<file path="config.mk">
export PLATFORM = sky130hd
export DESIGN_NAME = request_scheduler
export DESIGN_NICKNAME = d
export VERILOG_FILES = /design/src/rtl/request_scheduler.sv
export SDC_FILE = /design/constraint.sdc
export NUM_CORES = 1
export LEC_CHECK = 0
export CORE_MARGIN = 2
export CORE_UTILIZATION = 35
export CTS_CLUSTER_DIAMETER = 50
export CTS_CLUSTER_SIZE = 14
export DETAILED_ROUTE_END_ITERATION = 16
export GPL_TIMING_DRIVEN = 0
export PLACE_DENSITY_LB_ADDON = 0.2
export SYNTH_ARGS = -nofsm -noshare
export SYNTH_HDL_FRONTEND = slang
export SYNTH_SLANG_ARGS = --single-unit
export TNS_END_PERCENT = 50
</file>
<file path="constraint.sdc">
create_clock -name clock -period 2.6 [get_ports clock]
set_input_delay 0.52 -clock clock [delete_from_list [all_inputs] [get_ports clock]]
set_output_delay 0.52 -clock clock [all_outputs]
set_load 0.005 [all_outputs]
</file>
<file path="src/rtl/request_scheduler.sv">
// request_scheduler
// Schedules DHT11 transactions between the UART receive path, the sensor
// connection block and the UART transmit path. It holds one pending PC
// request and checks its command and address. It runs one sensor transaction
// at a time under a watchdog, and can re-read one sensor periodically in
// continuous mode. Each transaction ends with exactly one two-byte response
// sent to the transmitter.
//
// Parameters
//   PERIOD_CYCLES   cycles between continuous-mode re-reads
//   TIMEOUT_CYCLES  cycles to wait for sensor_done before answering 0xFC
//                   (must be at least 2)
//   NUM_SENSORS     valid sensor addresses are 0..NUM_SENSORS-1
//
// Ports
//   clock, reset                  system clock, synchronous active-high reset
//   rx_done/rx_command/rx_address new two-byte request from uart_rx (pulse)
//   sensor_start                  one-cycle pulse starting a sensor transaction
//   sensor_command/sensor_address request held from sensor_start to sensor_done
//   sensor_done                   one-cycle pulse, sensor result valid
//   sensor_resp_command/_value    sensor result bytes
//   tx_start                      one-cycle pulse, send tx_command/tx_value
//   tx_command/tx_value           response bytes held from tx_start to tx_done
//   tx_done                       one-cycle pulse, both bytes transmitted
//   busy                          scheduler is not idle
//   overflow                      sticky, a request was dropped
module request_scheduler #(
  parameter int unsigned PERIOD_CYCLES  = 50_000_000,
  parameter int unsigned TIMEOUT_CYCLES = 5_000_000,
  parameter int unsigned NUM_SENSORS    = 32
) (
  input  logic       clock,
  input  logic       reset,
  input  logic       rx_done,
  input  logic [7:0] rx_command,
  input  logic [7:0] rx_address,
  output logic       sensor_start,
  output logic [7:0] sensor_command,
  output logic [7:0] sensor_address,
  input  logic       sensor_done,
  input  logic [7:0] sensor_resp_command,
  input  logic [7:0] sensor_resp_value,
  output logic       tx_start,
  output logic [7:0] tx_command,
  output logic [7:0] tx_value,
  input  logic       tx_done,
  output logic       busy,
  output logic       overflow
);

  localparam int unsigned PERIOD_W  = (PERIOD_CYCLES  > 1) ? $clog2(PERIOD_CYCLES)  : 1;
  localparam int unsigned TIMEOUT_W = (TIMEOUT_CYCLES > 1) ? $clog2(TIMEOUT_CYCLES) : 1;

  // FSM encoding
  localparam logic [2:0] IDLE        = 3'd0;
  localparam logic [2:0] CHECK       = 3'd1;
  localparam logic [2:0] SENSOR_REQ  = 3'd2;
  localparam logic [2:0] SENSOR_WAIT = 3'd3;
  localparam logic [2:0] TX_REQ      = 3'd4;
  localparam logic [2:0] TX_WAIT     = 3'd5;

  // Command set
  localparam logic [7:0] CMD_CONT_TEMP_ON  = 8'h03;
  localparam logic [7:0] CMD_CONT_HUM_ON   = 8'h04;
  localparam logic [7:0] CMD_CONT_TEMP_OFF = 8'h05;
  localparam logic [7:0] CMD_CONT_HUM_OFF  = 8'h06;
  localparam logic [7:0] CMD_LAST          = 8'h06;

  // Scheduler-generated response codes
  localparam logic [7:0] RESP_BAD_ADDR = 8'hFE;
  localparam logic [7:0] RESP_BAD_CMD  = 8'hFD;
  localparam logic [7:0] RESP_TIMEOUT  = 8'hFC;
  localparam logic [7:0] RESP_CONT_OFF = 8'h0A;

  logic [2:0]           state;
  logic [2:0]           nextState;

  // One-slot request buffer and the request currently being handled
  logic                 bufValid;
  logic [7:0]           bufCommand;
  logic [7:0]           bufAddress;
  logic [7:0]           curCommand;
  logic [7:0]           curAddress;

  // Continuous-mode slot
  logic                 contActive;
  logic [7:0]           contCommand;
  logic [7:0]           contAddress;
  logic [PERIOD_W-1:0]  periodCount;
  logic                 tickPending;

  logic [TIMEOUT_W-1:0] watchdog;

  // Decisions from the next-state logic
  logic                 consumeBuf;
  logic                 takeTick;
  logic                 startSensor;
  logic                 useContSlot;
  logic                 loadTx;
  logic [7:0]           txCommandNext;
  logic [7:0]           txValueNext;
  logic                 armCont;
  logic                 disarmCont;
  logic                 watchdogExpired;
  logic                 offMatches;

  // The watchdog reaches TIMEOUT_CYCLES-1 on this edge
  assign watchdogExpired = (watchdog == TIMEOUT_W'(TIMEOUT_CYCLES - 2));

  // An off command only cancels the continuous read of the same quantity
  assign offMatches =
      ((curCommand == CMD_CONT_TEMP_OFF) && (contCommand == CMD_CONT_TEMP_ON)) ||
      ((curCommand == CMD_CONT_HUM_OFF)  && (contCommand == CMD_CONT_HUM_ON));

  // State register
  always_ff @(posedge clock) begin
    if (reset) begin
      state <= IDLE;
    end else begin
      state <= nextState;
    end
  end

  // Next-state and transaction decisions
  always_comb begin
    nextState     = state;
    consumeBuf    = 1'b0;
    takeTick      = 1'b0;
    startSensor   = 1'b0;
    useContSlot   = 1'b0;
    loadTx        = 1'b0;
    txCommandNext = 8'h00;
    txValueNext   = 8'h00;
    armCont       = 1'b0;
    disarmCont    = 1'b0;

    case (state)
      IDLE: begin
        // PC requests take priority over periodic re-reads
        if (bufValid) begin
          consumeBuf = 1'b1;
          nextState  = CHECK;
        end else if (tickPending) begin
          takeTick    = 1'b1;
          useContSlot = 1'b1;
          startSensor = 1'b1;
          nextState   = SENSOR_REQ;
        end
      end

      CHECK: begin
        if (32'(curAddress) >= NUM_SENSORS) begin
          loadTx        = 1'b1;
          txCommandNext = RESP_BAD_ADDR;
          nextState     = TX_REQ;
        end else if (curCommand > CMD_LAST) begin
          loadTx        = 1'b1;
          txCommandNext = RESP_BAD_CMD;
          nextState     = TX_REQ;
        end else if ((curCommand == CMD_CONT_TEMP_OFF) ||
                     (curCommand == CMD_CONT_HUM_OFF)) begin
          disarmCont    = contActive && offMatches;
          loadTx        = 1'b1;
          txCommandNext = RESP_CONT_OFF;
          nextState     = TX_REQ;
        end else begin
          armCont     = (curCommand == CMD_CONT_TEMP_ON) ||
                        (curCommand == CMD_CONT_HUM_ON);
          startSensor = 1'b1;
          nextState   = SENSOR_REQ;
        end
      end

      SENSOR_REQ: begin
        nextState = SENSOR_WAIT;
      end

      SENSOR_WAIT: begin
        // A result arriving on the timeout cycle is still reported
        if (sensor_done) begin
          loadTx        = 1'b1;
          txCommandNext = sensor_resp_command;
          txValueNext   = sensor_resp_value;
          nextState     = TX_REQ;
        end else if (watchdogExpired) begin
          loadTx        = 1'b1;
          txCommandNext = RESP_TIMEOUT;
          nextState     = TX_REQ;
        end
      end

      TX_REQ: begin
        nextState = TX_WAIT;
      end

      TX_WAIT: begin
        if (tx_done) begin
          nextState = IDLE;
        end
      end

      default: begin
        nextState = IDLE;
      end
    endcase
  end

  // Request buffer: a request arriving while the slot is full and not being
  // drained this cycle is dropped
  always_ff @(posedge clock) begin
    if (reset) begin
      bufValid   <= 1'b0;
      bufCommand <= 8'h00;
      bufAddress <= 8'h00;
      overflow   <= 1'b0;
    end else begin
      if (rx_done && (!bufValid || consumeBuf)) begin
        bufValid   <= 1'b1;
        bufCommand <= rx_command;
        bufAddress <= rx_address;
      end else if (rx_done) begin
        overflow <= 1'b1;
      end else if (consumeBuf) begin
        bufValid <= 1'b0;
      end
    end
  end

  // Request under evaluation
  always_ff @(posedge clock) begin
    if (reset) begin
      curCommand <= 8'h00;
      curAddress <= 8'h00;
    end else if (consumeBuf) begin
      curCommand <= bufCommand;
      curAddress <= bufAddress;
    end
  end

  // Continuous-mode slot and period counter
  always_ff @(posedge clock) begin
    if (reset) begin
      contActive  <= 1'b0;
      contCommand <= 8'h00;
      contAddress <= 8'h00;
      periodCount <= '0;
      tickPending <= 1'b0;
    end else begin
      if (takeTick) begin
        tickPending <= 1'b0;
      end
      if (armCont) begin
        contActive  <= 1'b1;
        contCommand <= curCommand;
        contAddress <= curAddress;
        periodCount <= '0;
      end else if (disarmCont) begin
        // Drop any tick still waiting so no stale re-read follows
        contActive  <= 1'b0;
        periodCount <= '0;
        tickPending <= 1'b0;
      end else if (contActive) begin
        if (periodCount == PERIOD_W'(PERIOD_CYCLES - 1)) begin
          periodCount <= '0;
          tickPending <= 1'b1;
        end else begin
          periodCount <= periodCount + PERIOD_W'(1);
        end
      end
    end
  end

  // Sensor watchdog, restarted for every transaction
  always_ff @(posedge clock) begin
    if (reset) begin
      watchdog <= '0;
    end else if (state == SENSOR_REQ) begin
      watchdog <= '0;
    end else if (state == SENSOR_WAIT) begin
      watchdog <= watchdog + TIMEOUT_W'(1);
    end
  end

  // Sensor-side outputs; command/address only change when a transaction starts
  always_ff @(posedge clock) begin
    if (reset) begin
      sensor_start   <= 1'b0;
      sensor_command <= 8'h00;
      sensor_address <= 8'h00;
    end else begin
      sensor_start <= startSensor;
      if (startSensor) begin
        sensor_command <= useContSlot ? contCommand : curCommand;
        sensor_address <= useContSlot ? contAddress : curAddress;
      end
    end
  end

  // Transmit-side outputs and status
  always_ff @(posedge clock) begin
    if (reset) begin
      tx_start   <= 1'b0;
      tx_command <= 8'h00;
      tx_value   <= 8'h00;
      busy       <= 1'b0;
    end else begin
      tx_start <= (state == TX_REQ);
      if (loadTx) begin
        tx_command <= txCommandNext;
        tx_value   <= txValueNext;
      end
      busy <= (nextState != IDLE);
    end
  end

endmodule

</file>
==> reports/qor.yml, run 1 <==
start_kind: "register"
diodes: 0
fin_worst_skew_ps: 13.9
drt-initial-drc-count: 329
clkTransAtPathRegs_ps: 60
hold_buffers: 0
cts_tree: "done"
syn_nets: 711
p_sw_frac: 0.253
hold_violations: 0
ioPinCount: 73
powerDensity_nw_per_um2: 739
cts_sinks: 139
dpl.hpwl_um: 10100
core_um2: 15800
vias: 4855
gp_congestion: 0.860
synth_compound_area_frac: 0.121
syn_inst: 671
largest-register: "periodCount"
cts_buffer_depth: 2
yosys_register_bits: 139
avgSynthCellArea_um2: 8.42
drc: 0
top_regs: "periodCount: 26 flops, watchdog: 23 flops"
synth_edf_count: 0
wire_per_inst_um: 13.8
crit_path_max_fanout: 10
drtPass1Iterations: 5
status: "complete, no violations"
p_int_mw: 3.99
track_usage: 0.172
drv_cap: 0
largest_register_ffs: 26
ys_seq_area_frac: 0.492
hold_path_depth: 2
pre_cts_ws_ps: 28.3
synth_top_family_by_area: "simple AND/OR/NAND/NOR gates"
combPwrFrac: 0.132
die_y_um: 131
setup-tns-final_ps: 0
fp-row-count: 46
leakage_nw: 2.42
grt.overflow.total: 0
area_growth_pct: 27.8
drive_gt1_frac: 0.0699
synth_warnings: 0
clock_latency_ps: 420
htreeDepth: 4
die_area_um2: 17200
muxShareOfSynthArea: 0.00177
met3_length_um: 428
async_flop_share: 0
route.top_layer_used: "met4"
critPathKind: "reg2reg"
slew_headroom: 0.442
die_w_um: 131
setup_slack_ps: 173
finalSetupViolCount: 0
layout.nets: 800
slew_violations: 0
synth_flop_cell: "dfxtp_1"
peakVddDrop_mv: 0.439
min_period_ps: 2430
netlist_area_um2: 5650
worst_r2r_path_depth: 6
rsz0062_at_grt: "no"
cts-buffers-inserted: 17
start_util: 0.357
drt-total-wl_um: 13600
drt-met1-wl_um: 6600
numPortBuffers: 71
cp.arrival_ps: 2740
pwr-share-clk: 0.437
critPathRequiredTime_ps: 2910
grt_max_degree: 17
fmax_mhz: 412
hold_ws_ps: 453
pwr-share-seq: 0.431
synth.area.top_cells: "dfxtp_1 (49%), nand2_1 (9.0%), nor2_1 (5.8%), a21oi_1 (5.0%), xnor2_1 (4.0%)"
yosys.area_share.adder: 0.00664
antenna_found_initial: 0
synth_top_cell_by_area: "dfxtp_1"
postCtsSetupBuffers: 0
finalCritPeriodShare: 0.934
ys_types: 53
hp-class: "reg2reg"
ant_nets: 0
grt_pass1_vias: 4714
synth-xor-area-share: 0.0666
synthSimpleGateAreaFrac: 0.275
routed_via_density: 4.91
yosysTopAreaCellShare: 0.492
root_buffer: "clkbuf_16"
p_switching_mw: 1.35
worstMarginPinSlew_ps: 837
wl_met2_um: 6380
grt_pass1_wl_um: 23100
end_kind: "register"
## stage by stage
stage | utilization | instances | instance area (um2) | total power, mW
final | 0.456 | 989 | 7220 | 5.34
after global routing | 0.456 | 989 | 7220 | 5.59
after CTS | 0.455 | 990 | 7210 | 5.40
after detailed placement | 0.419 | 958 | 6630 | 3.06
after global placement | 0.419 | 958 | 6630 | 3.05
after floorplan | - | 671 | 5650 | 2.74
## critical path, stage by stage (launching register included)
cell	delay [ps]
dfxtp_1	310
clkbuf_1	340
nor2_1	120
nand3b_1	220
a21oi_1	690
a21oi_2	330
a22o_1	300
## cells by family (layout without fill, tap and decap cells)
group,count (synthesis),in the layout
adder cells (fa/ha/maj),3,3
buffers and inverters,46,148
AND/OR/NAND/NOR,333,333
AO/OA/AOI/OAI,106,106
multiplexers,1,1
XOR/XNOR,43,43
flip-flops,139,139
## layout make-up
| type | instances | area (um2) |
|---|---|---|
| Multi-Input combinational cell | 486 | 2680 |
| Sequential cell | 139 | 2780 |
| Timing Repair Buffer | 71 | 711 |
| Tap cell | 216 | 270 |
| Inverter | 8 | 30.0 |
| Fill cell | 1556 | 8600 |
| Buffer | 37 | 178 |
| Clock buffer | 21 | 450 |
| Clock inverter | 11 | 121 |
## Yosys cell counts, types with 2 or more instances
cell	n
dfxtp_1	139
nand2_1	135
nor2_1	87
a21oi_1	56
clkbuf_1	27
xnor2_1	26
nand3_1	18
xor2_1	17
nor3_1	15
nor4_1	13
nand4_1	11
a22oi_1	10
and2_1	10
a22o_1	9
a311oi_1	8
inv_1	8
and3_1	6
a211oi_1	5
or4_1	5
and4_1	4
buf_2	4
o21ai_0	4
a31oi_1	3
buf_1	3
ha_1	3
nand3b_1	3
nor2_2	3
nor4b_1	3
o211ai_1	3
and3b_1	2
buf_8	2
nand2b_1	2
nand4b_1	2
nor2b_1	2
or2_2	2
or3_1	2
or4_4	2
or4b_2	2
## power groups by stage
| stage | sequential, mW | combinational (mW) | clock [mW] |
|---|---|---|---|
| after CTS | 2.30 | 0.715 | 2.39 |
| after floorplan | 2.34 | 0.399 | 0 |
| final | 2.30 | 0.707 | 2.33 |
| after global routing | 2.31 | 0.792 | 2.49 |
| after detailed placement | 2.35 | 0.713 | 0 |
| after global placement | 2.34 | 0.702 | 0 |
## layer usage
metal | up-vias | global-route usage
met3 | 17 | 0.0386
met1 | 2275 | 0.228
met5 | - | 0
met4 | 0 | 0.0670
li1 | 2483 | -
met2 | 80 | 0.276
## what timing repair did
action | in CTS | in global routing
endpoints found under the hold margin | 0 | 0
setup endpoints to repair | 0 | 42
gates resized for setup | 0 | 5
## layout by cell type (no fill, tap or decap), drive strengths merged, types with 6 or more instances in the layout
master / n
inv: 8
and2: 10
nand2: 135
a211oi: 6
nand4: 11
nor4: 13
xnor2: 26
and3: 6
or4: 7
clkinv: 7
a22oi: 10
nor2: 90
clkbuf: 48
dfxtp: 139
nand3: 18
nor3: 15
buf: 10
clkdlybuf4s50: 71
xor2: 17
a21oi: 57
a22o: 9
a311oi: 8
## path summary, 6_finish.rpt
| check | from | endpoint | slack, ps |
|---|---|---|---|
| worst max-delay path | curCommand[0] | tx_command[1] | 170 |
| worst min-delay path | bufCommand[5] | curCommand[5] | 450 |
| worst max register to register | curCommand[0] | tx_command[1] | 170 |
| worst min register to register | bufCommand[5] | curCommand[5] | 450 |
Power figures use the tool's default switching activity.
==> run 2: changes to the inputs <==
- REMOVE_ABC_BUFFERS: unset -> 1
==> run 2 against run 1 <==
Against the previous run:
- sequential share of layout area is 0.67 points higher
- critical path type unchanged
- critical endpoint unchanged
- cell count is 3.5% lower
- largest power group unchanged
- power is 0.42% lower
- register-to-register slack better by 20 ps
- clock power hardly changed
- first-iteration DRC count is 20% lower
- sequential cell count stayed put
- routed wire length is 7.6% lower
- worst setup slack better by 19 ps
- count of clock-buffer cells in the layout is 1 lower
==> reports/qor.yml, run 2 (synthesis results as in run 1) <==
rsz0062_at_grt: "no"
critPathKind: "reg2reg"
drt-total-wl_um: 12600
cts_sinks: 139
worstMarginPinSlew_ps: 960
antenna_found_initial: 0
htreeDepth: 4
die_area_um2: 17200
drt-initial-drc-count: 264
finalCritPeriodShare: 0.926
grt_pass1_vias: 4457
routed_via_density: 4.91
cts_buffer_depth: 2
cts_tree: "done"
drive_gt1_frac: 0.0732
area_growth_pct: 25.6
hp-class: "reg2reg"
peakVddDrop_mv: 0.525
grt_pass1_wl_um: 21100
slew_violations: 0
layout.nets: 765
vias: 4680
clock_latency_ps: 410
slew_headroom: 0.354
diodes: 0
fp-row-count: 46
grtUsageMet3: 0.0434
largest-register: "periodCount"
met1_usage: 0.198
hold_buffers: 0
mostFrequentLayoutCells: "dfxtp_1 (139), nand2_1 (135), nor2_1 (86), clkdlybuf4s50_1 (71), a21oi_1 (56)"
postCtsSetupBuffers: 0
leakage_nw: 2.36
wire_per_inst_um: 13.2
root_buffer: "clkbuf_16"
hold_violations: 0
largest_register_ffs: 26
grt_max_degree: 56
start_kind: "register"
grt.overflow.total: 0
crit_path_max_fanout: 10
ioPinCount: 73
dp_cells: 922
gr-usage-met2: 0.246
finalSetupViolCount: 0
cp.arrival_ps: 2710
clkTransAtPathRegs_ps: 50
status: "complete, no violations"
critPathRequiredTime_ps: 2900
end_kind: "register"
fmax_mhz: 415
cts-buffers-inserted: 17
top_regs: "periodCount: 26 flops, watchdog: 23 flops"
ant_nets: 0
drv_cap: 0
instances_no_fill: 954
die_y_um: 131
min_period_ps: 2410
numPortBuffers: 72
core_um2: 15800
drc: 0
dpl.hpwl_um: 8860
powerDensity_nw_per_um2: 748
fillers: 1517
drtPass1Iterations: 4
gr-max-usage-layer: "met2"
fin_worst_skew_ps: 6.76
gp_congestion: 0.798
final_common_cell: "dfxtp_1"
start_util: 0.357
die_w_um: 131
track_usage: 0.155
total_power_mw: 5.31
==> run 2: through the flow <==
step | area, um2 | TNS (ps) | setup WS, ps | util | hold slack [ps]
after global routing | 7100 | 0 | 17.3 | 0.449 | 472
after CTS | 7070 | 0 | 45.8 | 0.447 | 456
after global placement | 6460 | -138260 | -1600 | 0.408 | 443
after floorplan | 5470 | -550 | -25.0 | - | 426
final | 7100 | 0 | 192 | 0.449 | 454
after detailed placement | 6480 | -15000 | -601 | 0.409 | 448
==> run 2: timing repair <==
action / 4_1_cts / 5_1_grt
endpoints found under the setup margin: 33 / 58
endpoints found under the hold margin: 0 / 0
gates resized for setup: 2 / 6
==> run 2: final timing paths <==
kind / from / endpoint / slack, ps / cells after the start
setup / recovery: watchdog[13] / tx_command[1] / 190 / 5
hold / removal: bufAddress[3] / curAddress[3] / 450 / 2
setup reg to reg: watchdog[13] / tx_command[1] / 190 / 5
hold reg to reg: bufAddress[3] / curAddress[3] / 450 / 2
==> run 2: report_power, final <==
part,switching (mW),total (mW),internal (mW)
Sequential,0.0878,2.33,2.24
Combinational,0.340,0.630,0.290
Clock,0.880,2.36,1.48
Total,1.31,5.31,4.01
==> run 2: layout make-up <==
class / instances / area [um2] / area share
multi-input combinational: 486 / 2700 / 0.379
sequential: 139 / 2780 / 0.392
clock buffer: 20 / 467 / 0.0657
inverter: 8 / 30.0 / 0.00423
clock inverter: 12 / 121 / 0.0171
timing repair buffer: 73 / 736 / 0.104
tap: 216 / 270 / 0.0381
==> run 2: routing by layer <==
metal / vias up / wire [um]
met5: - / 0
met3: 13 / 416
met1: 2187 / 5930
li1: 2408 / -
met4: 0 / 165
met2: 72 / 6100
==> run 2: worst max-delay path, stage by stage (launching register included) <==
cell and delay (ps):
dfxtp_1 330, or4b_2 680, nor4_2 440, a211o_1 360, a21oi_2 200, a22o_1 290
==> run 3: changes to the inputs <==
- CORE_MARGIN: 2 -> unset
- CORE_UTILIZATION: 35 -> 55
==> run 3 against run 2 <==
Against the previous run:
- non-clock buffer count is the same
- via count grew 1.1%
- sequential share of layout area grew 0.58 points
- register-to-register slack lost 20 ps
- die area shrank 38%
==> reports/qor.yml, run 3 (synthesis results as in run 1) <==
die_w_um: 103
clock_latency_ps: 520
grt_pass1_vias: 4439
status: "complete, no violations"
worstReg2RegStart: "watchdog[13]"
setup-tns-final_ps: 0
total_power_mw: 5.30
min_period_ps: 2430
pwr-share-seq: 0.439
worstMarginPinSlew_ps: 1010
layout.nets: 765
worst_r2r_path_depth: 5
fp-row-count: 36
crit_chain: "or4b_2, nor4_2, a211o_1, a21oi_2, a22o_1"
drc: 0
die_area_um2: 10700
hold_end: "curAddress[4]"
hp-class: "reg2reg"
antenna_found_initial: 0
routed_via_density: 5.43
leakage_nw: 2.36
cp_slowest_cell: "or4b_2"
dpl.hpwl_um: 8230
peakVddDrop_mv: 0.589
cts_buffer_depth: 2
clkTransAtPathRegs_ps: 60
ant_nets: 0
fin_worst_skew_ps: 7.92
root_buffer: "clkbuf_8"
core_um2: 9860
grt_max_degree: 50
track_usage: 0.238
rsz0062_at_grt: "no"
hold_buffers: 0
start_util: 0.573
area_growth_pct: 23.8
cts_tree: "done"
grt.overflow.total: 0
powerDensity_nw_per_um2: 757
drive_gt1_frac: 0.0718
htreeDepth: 4
vias: 4732
p_int_mw: 3.96
cts_sinks: 139
largest_register_ffs: 26
fmax_mhz: 412
p_sw_frac: 0.254
start_kind: "register"
hold_ws_ps: 451
worstHoldStart: "bufAddress[4]"
hold_path_depth: 2
drt-total-wl_um: 12000
placed_area_um2: 6380
finalSetupViolCount: 0
cts-buffers-inserted: 17
drtPass1Iterations: 4
numPortBuffers: 72
slew_violations: 0
worst_path_largest_cell_delay_ps: 680
slew_headroom: 0.322
gp_congestion: 0.798
grt_pass1_wl_um: 19800
utilization: 0.709
die_y_um: 103
critPathRequiredTime_ps: 3010
timing.rr.end: "tx_command[1]"
mostFrequentLayoutCells: "dfxtp_1 (139), nand2_1 (135), nor2_1 (86), clkdlybuf4s50_1 (71), a21oi_1 (56)"
drv_cap: 0
p_switching_mw: 1.34
combPwrFrac: 0.118
reg2reg_slack_ps: 170
finalCritPeriodShare: 0.933
top_regs: "periodCount: 26 flops, watchdog: 23 flops"
ioPinCount: 73
diodes: 0
cp.arrival_ps: 2840
fillers: 759
critPathKind: "reg2reg"
pwr-share-clk: 0.443
fin_area_um2: 7000
drt-initial-drc-count: 236
crit_path_max_fanout: 10
wire_per_inst_um: 13.8
cp_top_family: "simple AND/OR/NAND/NOR gates"
largest-register: "periodCount"
hold_violations: 0
final_common_cell: "dfxtp_1"
end_kind: "register"
path_buf_inv: 0
run 3: cell type report:
cell class	instances	area (um2)	area share
flip-flops and latches	139	2780	0.398
multi-input cells	486	2690	0.385
repair buffers	73	743	0.106
clock buffers	20	445	0.0637
well taps	133	166	0.0238
clock inverters	12	139	0.0198
inverters	8	30.0	0.00429
run 3: routing by layer:
metal  part of all wire  global-route usage  vias to the layer above  wire length, um
li1                   -                   -                     2411                -
met1               0.45               0.290                     2240             5390
met2               0.51               0.407                       71             6120
met3              0.030              0.0712                       10              364
met4              0.010              0.0737                        0              125
met5                  0                   0                        -                0
run 3: worst max-delay path by stage:
stage,from,to,slack [ps],depth (start not counted)
floorplan,curCommand[3],periodCount[0],-20,5
global placement,reset,watchdog[21],-1530,4
detailed placement,curCommand[3],periodCount[7],-620,5
CTS,curCommand[3],periodCount[7],50,5
global route,periodCount[0],periodCount[23],10,6
finish,watchdog[13],tx_command[1],170,5
run 3: metrics by stage:
stage	worst slack, ps	std cells
2_1_floorplan	-25.0	633
3_3_place_gp	-1530	838
3_5_place_dp	-619	839
4_1_cts	46.7	871
5_1_grt	14.7	871
6_report	174	871
run 3: timing repair:
item,4_1_cts,5_1_grt
gates resized for setup,2,6
setup endpoints to repair,33,61
buffers inserted,0,0
run 3: power groups by stage:
| stage | logic (mW) | registers, mW | clock network, mW |
|---|---|---|---|
| after CTS | 0.629 | 2.33 | 2.38 |
| after global routing | 0.700 | 2.34 | 2.48 |
| after detailed placement | 0.620 | 2.37 | 0 |
| final | 0.628 | 2.33 | 2.35 |
| after global placement | 0.600 | 2.37 | 0 |
| after floorplan | 0.329 | 2.36 | 0 |
run 3: tightest hold or removal path, cell delays in order (launching register included):
cell and delay [ps]:
dfxtp_1 310, nand2_1 50, a21oi_1 50
